--- config.mk ---
export PLATFORM = sky130hd
export DESIGN_NAME = char_ram_arbiter
export DESIGN_NICKNAME = d
export VERILOG_FILES = /design/src/rtl/char_ram_arbiter.sv
export SDC_FILE = /design/constraint.sdc
export NUM_CORES = 1
export LEC_CHECK = 0
export BUFFER_PORTS_ARGS = -buffer_cell sky130_fd_sc_hd__buf_2
export CAP_MARGIN = 20
export CORE_UTILIZATION = 42
export CTS_CLUSTER_DIAMETER = 60
export DETAILED_ROUTE_END_ITERATION = 10
export MAX_ROUTING_LAYER = met4
export PLACE_DENSITY = 0.72
export SKIP_LAST_GASP = 1
export SYNTH_ARGS = -nofsm -noshare
export SYNTH_HDL_FRONTEND = slang
export SYNTH_SLANG_ARGS = --single-unit
export TNS_END_PERCENT = 1
--- constraint.sdc ---
create_clock -name clk -period 2.13 [get_ports clk]
set_input_delay 0.426 -clock clk [delete_from_list [all_inputs] [get_ports clk]]
set_output_delay 0.426 -clock clk [all_outputs]
set_load 0.01 [all_outputs]
--- src/rtl/char_ram_arbiter.sv ---
// Shares the single-port character RAM between the per-cell video fetch and a host
// read/write port; video owns one fixed slot per 8-pixel cell while display_on.
module char_ram_arbiter #(
  parameter int unsigned DATA_W   = 8,
  parameter int unsigned COL_BITS = 5,
  parameter int unsigned ROW_BITS = 5,
  parameter int unsigned VID_SLOT = 0
) (
  input  logic                         clk,
  input  logic                         reset,
  input  logic                         display_on,
  input  logic [8:0]                   hpos,
  input  logic [8:0]                   vpos,
  input  logic                         host_req,
  input  logic                         host_we,
  input  logic [ROW_BITS+COL_BITS-1:0] host_addr,
  input  logic [DATA_W-1:0]            host_wdata,
  output logic                         host_ready,
  output logic                         host_ack,
  output logic [DATA_W-1:0]            host_rdata,
  output logic [ROW_BITS+COL_BITS-1:0] ram_addr,
  output logic [DATA_W-1:0]            ram_din,
  output logic                         ram_we,
  input  logic [DATA_W-1:0]            ram_dout,
  output logic [DATA_W-1:0]            vid_char
);

  localparam int unsigned AddrW = ROW_BITS + COL_BITS;

  typedef enum logic [1:0] {StIdle, StAccess, StCapture, StDone} state_e;

  state_e              state_q, state_d;
  logic [AddrW-1:0]    addr_q;
  logic                we_q;
  logic [DATA_W-1:0]   wdata_q;
  logic [DATA_W-1:0]   vid_next_q;

  logic                vslot;
  logic                cap_phase;
  logic                load_phase;
  logic [COL_BITS-1:0] col_next;
  logic [AddrW-1:0]    vid_addr;

  assign vslot      = display_on && (hpos[2:0] == 3'(VID_SLOT));
  assign cap_phase  = (hpos[2:0] == 3'(VID_SLOT + 1));
  assign load_phase = (hpos[2:0] == 3'd7);

  // Prefetch the next cell's code; the column index wraps within the same row.
  assign col_next = hpos[COL_BITS+2:3] + COL_BITS'(1);
  assign vid_addr = {vpos[ROW_BITS+2:3], col_next};

  always_comb begin
    state_d    = state_q;
    ram_addr   = vid_addr;
    ram_din    = wdata_q;
    ram_we     = 1'b0;
    host_ready = 1'b0;
    host_ack   = 1'b0;
    unique case (state_q)
      StIdle: begin
        host_ready = 1'b1;
        if (host_req) state_d = StAccess;
      end
      StAccess: begin
        // A video slot always wins; the host simply retries next cycle.
        if (!vslot) begin
          ram_addr = addr_q;
          ram_we   = we_q;
          state_d  = we_q ? StDone : StCapture;
        end
      end
      StCapture: state_d = StDone;
      StDone: begin
        host_ack = 1'b1;
        state_d  = StIdle;
      end
    endcase
  end

  always_ff @(posedge clk or posedge reset) begin
    if (reset) begin
      state_q    <= StIdle;
      addr_q     <= '0;
      we_q       <= 1'b0;
      wdata_q    <= '0;
      host_rdata <= '0;
    end else begin
      state_q <= state_d;
      if (state_q == StIdle && host_req) begin
        addr_q  <= host_addr;
        we_q    <= host_we;
        wdata_q <= host_wdata;
      end
      if (state_q == StCapture) host_rdata <= ram_dout;
    end
  end

  always_ff @(posedge clk or posedge reset) begin
    if (reset) begin
      vid_next_q <= '0;
      vid_char   <= '0;
    end else begin
      if (cap_phase)  vid_next_q <= ram_dout;
      if (load_phase) vid_char   <= vid_next_q;
    end
  end

endmodule

== Word-level counts from Yosys, hierarchy flattened ==
Cells that the tools add are included.
W data, S select, Z words.

* $add $sub $neg: 1
* Multipliers: 0
* Div/mod/pow operators: 0
* Order comparisons: 0
* Eq/ne operators: 7
* Shift-type cells: 0
* Mux-type cells: 10
* Bitwise operators: 0
* Reductions and logical operators: 5

{| class="wikitable"
|+ Operator list
! kind !! number
|-
| $mux W10 || 2
|-
| $pmux W2 S4 || 1
|-
| $add A5 B1 Y5 const B || 1
|-
| $mux W1 || 5
|-
| $eq A2 B2 Y1 const B || 2
|-
| $mux W2 || 2
|-
| $ne A2 B2 Y1 const B || 2
|-
| $eq A3 B1 Y1 const B || 1
|-
| $eq A3 B3 Y1 const B || 1
|-
| $logic_not A3 Y1 || 1
|-
| $eq A2 B1 Y1 const B || 1
|-
| $logic_and A1 B1 Y1 || 2
|-
| $logic_not A2 Y1 || 1
|-
| $reduce_and A2 Y1 || 1
|}

* Bits in registers: 45
* Bits in latches: 0
* RAM bits: 0
* Memory bits (read-only): 0
* Input port bits: 49
* Output and inout port bits: 37
* Word-level logic and storage cells: 30
* Memories kept: 0

== Logic depth before layout (Yosys ltp) ==
Gate-level depths: netlist of run 1.

* Depth after elaboration: 4
* Depth in mapped cells: 6
* Depth with buffers taken out: 5

== Worst setup path after synthesis of run 1 ==
No wires, ideal clock.

* Path kind: input -> output
* Start point: input hpos[2]
* End point: output ram_addr[1]
* Arrival: 1.484 ns
* Required time: 1.704 ns
* Slack: 0.220 ns
* Cell stages on the path: 3
* Path buffers: 0
* Path through: or4b_4 -> nand2_4 -> mux2_1

* Longest elaborated chain between the ends: 4

{| class="wikitable"
|+ Ends and longest elaborated chain
! item !! line !! text
|-
| start, declared || 12 || <nowiki>input logic [8:0] hpos,</nowiki>
|-
| $logic_not A3 Y1 || 44 || <nowiki>assign vslot = display_on && (hpos[2:0] == 3'(VID_SLOT));</nowiki>
|-
| $logic_and A1 B1 Y1 || 44 ||
|-
| $mux W10 || 66 || <nowiki>if (!vslot) begin</nowiki>
|-
| $mux W10 || 59 || <nowiki>unique case (state_q)</nowiki>
|-
| end, declared || 21 || <nowiki>output logic [ROW_BITS+COL_BITS-1:0] ram_addr,</nowiki>
|}

No other way between the ends.

== Final worst setup path of run 1 ==
* Start point: input hpos[1]
* End point: output ram_addr[7]

Same word-level chain as after synthesis.

==> results of run 1 <==
==> layer usage <==
metal | GRT usage (%) | vias to the layer above | share of wire (%)
met2 | 24.87 | 54 | 47
li1 | - | 658 | -
met5 | - | - | 0
met3 | 5.628 | 4 | 7.3
met1 | 21.35 | 652 | 45
met4 | 5.333 | 0 | 0.94
==> timing repair <==
action,4_1_cts,5_1_grt
resized for setup,2,18
buffers inserted,1,0
endpoints found under the setup margin,8,10
pin swaps,1,3
gates cloned,0,1
==> final timing paths <==
check                                       start                        end  slack (ns)  cells after the start
max                                       hpos[1]                ram_addr[7]        0.01                      5
min                                         reset     ram_din[7]$_DFFE_PP0P_        0.13                      2
max reg2reg                state_q[0]$_DFFE_PP0P_      addr_q[2]$_DFFE_PP0P_        0.53                      5
min reg2reg                ram_din[5]$_DFFE_PP0P_     ram_din[5]$_DFFE_PP0P_        0.50                      1
max in group asynchronous                   reset  host_rdata[6]$_DFFE_PP0N_        1.33                      3
min in group clk                    host_wdata[5]     ram_din[5]$_DFFE_PP0P_        0.36                      2
==> registers in the layout (all words and copies together), names as in the netlist <==
| register | cells |
|---|---|
| we_q | 1 |
| vid_char | 8 |
| ram_din | 8 |
| state_q | 2 |
| addr_q | 10 |
| vid_next_q | 8 |
| host_rdata | 8 |
==> cells by family (layout without fill, tap and decap cells) <==
kind of cell / count (synthesis) / after routing / synth area share [%]
buffers and inverters: 7 / 102 / 1.336
xor gates and xnor gates: 3 / 3 / 1.336
adders and majority gates: 5 / 5 / 3.181
and+or+nand+nor: 14 / 15 / 5.343
muxes: 52 / 52 / 29.77
DFF: 45 / 45 / 57.25
AOI/OAI and AO/OA: 6 / 6 / 1.781
==> metrics by stage <==
stage	cells	cell area (um^2)	power, mW	util, %	TNS (ns)
CTS	279	2609	3.379	59.10	-0.05418
global placement	270	2489	2.731	56.38	-0.2871
floorplan	132	1967	2.266	-	0
global route	280	2716	3.766	61.54	-0.09183
detailed placement	270	2489	2.766	56.38	-0.3276
finish	280	2716	3.514	61.54	0
==> layout by cell type, fill, tap and decap left out, types with 2 or more instances in the layout <==
cell	count
a21oi_1	4
clkbuf_8	7
mux2_4	8
nand3_1	4
xnor2_1	3
and3_1	2
buf_6	9
mux2_2	44
o211ai_1	2
nor3_1	2
dfrtp_1	45
buf_4	10
ha_1	4
inv_1	3
buf_2	71
==> where the power goes <==
group | switching [mW] | internal (mW)
Clock | 0.270 | 0.293
Combinational | 0.663 | 0.891
Sequential | 0.180 | 1.22
==> critical path, cell delays in order <==
cell     delay (ns)
buf_6          0.09
or4b_4         0.60
nand2_4        0.14
mux2_4         0.31
buf_6          0.12
==> area by class of cell <==
type	instances	area share, %
Sequential cell	45	41.46
Clock buffer	7	3.547
Tap cell	52	2.395
Clock inverter	1	0.1842
Timing Repair Buffer	90	19.58
Multi-Input combinational cell	81	32.29
Inverter	4	0.5527
==> results.txt, run 1 <==
The final clock period utilization by the worst path came out at 99.35%. The clock reaches the later pin of the worst-skew pair after 0.29 ns. Setup repair after global routing could not meet its margin everywhere. The wire length reported by the detailed router is 3917 um. The peak supply drop is 0.6188 mV. The repair_antennas step left the layout with diodes totalling 0. The final number of setup-violating endpoints came out at 0. The detailed router finished its first iteration with 45 violations. In the synthesized netlist, the cells that appear most often are 45 x dfrtp_1, 44 x mux2_2, 8 x mux2_1, 5 x ha_1. The vias per cell came out at 4.886.

The worst path setup slack after routing is 0.01382 ns. Max-cap violations in this run came to 0. Headroom to the max-slew limit came out at 70.18%.

The final HPWL from detailed placement is 2775 um. After synthesis, flip-flops and latches occupy 57.25% of the total area. The number of different library cells used by synthesis comes to 18.

For the pin with the worst max-slew slack, the measured transition is 0.4466 ns. The pin count of the biggest net entering global routing came out at 25. Summed over all instances, the cell type with the most area after synthesis is dfrtp_1. The routed layout has 1368 vias. The TritonCTS clock tree is done.

The average instance area after synthesis came out at 14.90 um^2. The die outline height is 70.43 um. The power density over cell area came out at 1294 nW/um^2. The placeable core area is 4414 um^2.

The die outline width is 70.43 um. The first global-routing pass estimated 6251 um of wire. The number of antenna violations at the first check in global routing came to 0.

The top cell type's share of synthesized area is 57.25%. The area added between synthesis and finish is 38.10%. The largest clock skew in the final design came out at 0.007198 ns. The routed length per placed instance came out at 13.99 um. Ranked by total cell area, the synthesized netlist is headed by dfrtp_1 57%, mux2_2 25%, mux2_1 4.6%, ha_1 3.2%, xnor2_1 1.3%. The maximum buffer depth of the clock tree is 2.

The total of hold buffers inserted after clock tree synthesis came out at 0. At the end of the flow, the number of nets in the layout was 281. The number of clock sinks is 45. The area used by multi-input combinational logic came out at 877.1 um^2. In this run, synthesis produced a sequential element count of 45. STA classifies the critical path startpoint as a primary input.

The biggest fanout along the worst timing path is 4. The worst slack at placement is -0.04634 ns. The count of port buffers added during placement is 80. The routability congestion estimate came out at 0.7339. The path class of the tightest hold or removal check is in2async. The total area of sequential cells is 1126 um^2. dfrtp_1 is the most common cell in the netlist.

The H-tree depth reported by CTS came out at 2. The number of slew-limit violations in the final report came to 0. Derived from the worst setup path, the maximum achievable clock frequency is 472.6 MHz. Buffers inserted during clock tree synthesis total 5. The post-synth design cell area is 1967 um^2. The number of fillers in the final layout is 360. Clock-pin slew was measured on the worst setup and hold paths at 0.08 ns.

In the final layout, the share of cells above drive strength 1 is 68.86%. The top-level port count came out at 86. The yosys synthesis warning count is 0. The effective utilization at floorplan came out at 44.56%. The worst setup path is captured at an output pin. The main flop type after synthesis is dfrtp_1.

The shortest clock period the worst path allows after layout is 2.116 ns. Global routing used 16.65% of the available tracks across all layers. The hold violation count in the final report came out at 0. The area of the die is 4960 um^2. The tightest hold path in the finished design has a slack of 0.1326 ns. The gate count after technology mapping came out at 132. For this run, the detailed router's first-pass iteration total came to 2. The remaining number of nets flagged by the antenna check after routing came out at 0. For this run, design rule violations remaining after detail routing come to 0. Counting flops with an async set or reset pin after synthesis yields a share of 100.0%. After floorplanning, the core was divided into 24 placement rows. The run finished with clean final reports. The worst path required time came out at 1.70 ns. The number of nets handed over by synthesis was 186.

The number of global-route vias before repair is 1364. The worst endpoint data arrival time is 1.69 ns. The root buffer cell chosen for the clock tree is clkbuf_8. The critical path is of the in2out type.

The leakage power came out at 1.334 nW. The number of enable-type register cells in the synthesized netlist is 0. The leftover overflow at the end of global routing came out at 0.
Power figures use the tool's default switching activity.
==> run 2: changes to the inputs <==
--- a/config.mk
+++ b/config.mk
@@ -10,7 +10,6 @@
 export CORE_UTILIZATION = 42
 export CTS_CLUSTER_DIAMETER = 60
 export DETAILED_ROUTE_END_ITERATION = 10
-export MAX_ROUTING_LAYER = met4
 export PLACE_DENSITY = 0.72
 export SKIP_LAST_GASP = 1
 export SYNTH_ARGS = -nofsm -noshare
==> constraint.sdc (replaced) <==
create_clock -name clk -period 2.13 [get_ports clk]
set_input_delay 0.426 -clock clk [delete_from_list [all_inputs] [get_ports clk]]
set_output_delay 0.426 -clock clk [all_outputs]
set_load 0.005 [all_outputs]
==> run 2 against run 1 <==
- the flow now finishes with violations (negative setup slack)
- setup slack lost 0.015 ns
- sequential power is essentially flat
- die area is the same
- critical path depth is the same
- clock power grew 17%
==> results.txt, run 2 (same netlist as run 1, synthesis figures left out) <==
The worst slew margin relative to its limit came out at 69.59% (-0.59 points). Among all stages on the critical path, the largest delay is contributed by or4b_4. The overall power came out at 3.445 mW (-2.0%). The area used by multi-input combinational logic came out at 877.1 um^2 (unchanged).

The max-cap check violation count came out at 0 (unchanged). Setup repair after global routing could not meet its margin everywhere. The routability congestion estimate is 0.7239 (-1.4%).

The pin count of the biggest net entering global routing is 25 (unchanged). In this run the clock root is driven by a clkbuf_8. The vias per cell came out at 5.011 (+2.6%). The remaining number of nets flagged by the antenna check after routing is 0 (unchanged). The total clock buffers created by CTS was 5 (unchanged). The endpoint of the lowest-slack register-to-register path is addr_q[8]$_DFFE_PP0P_. The worst path required time came out at 1.70 ns (about the same). The TritonCTS clock tree is done. The leakage power was 1.328 nW (-0.45%).

The final number of setup-violating endpoints is 1 (+1). The critical path is of the in2out type. The remaining design rule violation count was 0 (unchanged).

The number of fillers in the final layout is 372 (+3.3%). The total of hold buffers inserted after clock tree synthesis is 0 (unchanged). The startpoint type of the worst setup path is a primary input. The maximum clock frequency came out at 469.1 MHz (-0.73%). The wire length reported by the detailed router came out at 3912 um (-0.13%).

The critical path's most frequent cell is buf_6. The via total after detailed routing came out at 1403 (+2.6%). The shortest clock period the worst path allows after layout was 2.132 ns (+0.01546 ns). The global routing usage on met1 came out at 20.11% (-1.2 points).

The effective utilization at floorplan came to 44.56% (unchanged). The number of slew-limit violations in the final report is 0 (unchanged). The number of inserted diodes is 0 (unchanged).

The number of iterations in the first detailed-routing pass came out at 2 (unchanged). The power density over cell area is 1276 nW/um^2 (-1.4%). The total routing usage reported by global routing came out at 16.22% (-0.42 points). The total area of sequential cells came out at 1126 um^2 (unchanged). The tightest min-delay check is of the in2async type. In this run the most used layer during global routing was met2. The count of nets after finishing came to 281 (unchanged). The count of routing violations after the opening detailed-route iteration is 35 (-22%). The flop-to-flop setup slack was 0.54 ns (about the same). The run finished, with violations left. The worst stage delay on the critical path is 0.61 ns (about the same).

The top-level port count is 86 (unchanged). The area added between synthesis and finish came out at 37.28%. The clock edge transition at the registers on the reported setup and hold paths is 0.09 ns (about the same).

The buffering stage count on the worst path with inverters included came out at 2 (unchanged). addr_q holds more flip-flops than any other register. The number of cells in the finished layout apart from fillers came out at 280 (unchanged). The number of flip-flops under the largest register name is 10 (unchanged).

The floorplan row count is 24 (unchanged). The critical path goes through buf_6 > or4b_4 > nand2_4 > mux2_4 > buf_6. The die outline height is 70.43 um (unchanged).

The routed length per placed instance is 13.97 um (-0.13%). The family of cells with the greatest summed delay on the critical path is simple AND/OR/NAND/NOR gates. The met2 track demand over resource came to 26.03% (+1.2 points). The worst endpoint data arrival time is 1.71 ns (+0.02 ns). The pin slew with the least headroom to its limit is 0.4555 ns (+0.008890 ns). The number of clock sinks is 45 (unchanged). The endpoint class of the critical path is an output pin. The final cell area excluding filler cells is 2700 um^2 (-0.60%). The placeable core area was 4414 um^2 (unchanged). The number of global-route vias before repair came out at 1385 (+1.5%). The count of port buffers added during placement came out at 80 (unchanged). The maximum buffer depth of the clock tree came out at 2 (unchanged).

The hold violation count in the final report came out at 0 (unchanged). The largest clock skew in the final design is 0.006715 ns (-0.0004831 ns). The H-tree depth reported by CTS came out at 2 (unchanged). The peak supply drop came out at 0.6778 mV (+9.5%).

The final HPWL from detailed placement is 2790 um (+0.57%). The die outline width is 70.43 um (unchanged). The path depth of the worst reg2reg path is 5 (unchanged). The final reports fail on negative setup slack. The total placed cells including tap cells is 270 (unchanged). Leaving out fill and tap cells, the most frequent cells in the layout are 76 x buf_2, 45 x dfrtp_1, 44 x mux2_2.

The sum of negative setup slack came out at -0.001635 ns (-0.001635 ns). The area of the die is 4960 um^2 (unchanged). The first-pass GRT wire length came to 6244 um (-0.11%). The clock network latency to the later pin of the worst-skew pair was 0.30 ns (about the same).

In this run the critical register-to-register path is launched from state_q[0]$_DFFE_PP0P_. The worst path setup slack after routing is -0.001635 ns (-0.01546 ns). The biggest fanout along the worst timing path came out at 5 (+1). The leftover overflow at the end of global routing came to 0 (unchanged). The post-placement cell area was 2489 um^2 (unchanged). The most frequent standard cell in the layout excluding fill and tap cells is buf_2. The final clock period utilization by the worst path came out at 100.1% (+0.73 points). The proportion of layout cells with a drive suffix above 1 is 68.42% (-0.44 points).

The number of antenna violations at the first check in global routing is 0 (unchanged). The post-layout utilization of the core came out at 61.17% (-0.37 points). The global routing met3 resource utilization was 5.628% (unchanged).
## run 2: cell count changes in the layout (fill, tap and decap cells not counted)
cell | previous run | this run
buf_6 | 9 | 4
clkbuf_1 | 0 | 1
clkbuf_8 | 7 | 6
buf_2 | 71 | 76
clkinv_2 | 1 | 0
bufinv_16 | 0 | 1
## run 2: worst max path at each step
stage               slack (ns)  depth (start not counted)          end     from
CTS                      -0.01                          5  ram_addr[9]  hpos[2]
detailed placement       -0.05                          5  ram_addr[9]  hpos[2]
floorplan                 0.25                          3  ram_addr[1]  hpos[2]
global placement         -0.03                          5  ram_addr[3]  hpos[2]
global route             -0.01                          5  ram_addr[7]  hpos[1]
finish                  -0.002                          5  ram_addr[7]  hpos[1]
## run 2: final cells by class
| cell class | count | share of cell area (%) |
|---|---|---|
| timing repair buffer | 90 | 18.54 |
| tap | 52 | 2.410 |
| clock buffer | 7 | 3.197 |
| clock inverter | 1 | 1.112 |
| sequential | 45 | 41.71 |
| inverter | 4 | 0.5561 |
| multi-input combinational | 81 | 32.48 |
## run 2: repair_timing
| action | in CTS | in global routing |
|---|---|---|
| cloned | 0 | 1 |
| endpoints found under the setup margin | 8 | 10 |
| gates resized for setup | 2 | 13 |
| setup buffers | 0 | 1 |
| pin swaps | 1 | 3 |
| endpoints found under the hold margin | 0 | 0 |
## run 2: report_power, final
| group | leakage, nW | switching (mW) | total, mW | internal, mW |
|---|---|---|---|---|
| registers | 0.532 | 0.179 | 1.40 | 1.22 |
| clock network | 0.0585 | 0.278 | 0.660 | 0.383 |
| logic | 0.737 | 0.539 | 1.39 | 0.849 |
## run 2: metrics by stage
step | hold slack [ns] | setup WS [ns]
2_1_floorplan | 0.4719 | 0.2522
3_3_place_gp | 0.4640 | -0.02943
3_5_place_dp | 0.4708 | -0.04834
4_1_cts | 0.1355 | -0.01267
5_1_grt | 0.1490 | -0.01405
6_report | 0.1233 | -0.001635
## run 2: layer usage
metal	wire length (um)	up-vias
li1	-	659
met1	1746	683
met2	1847	54
met3	259	7
met4	59	0
met5	0	-
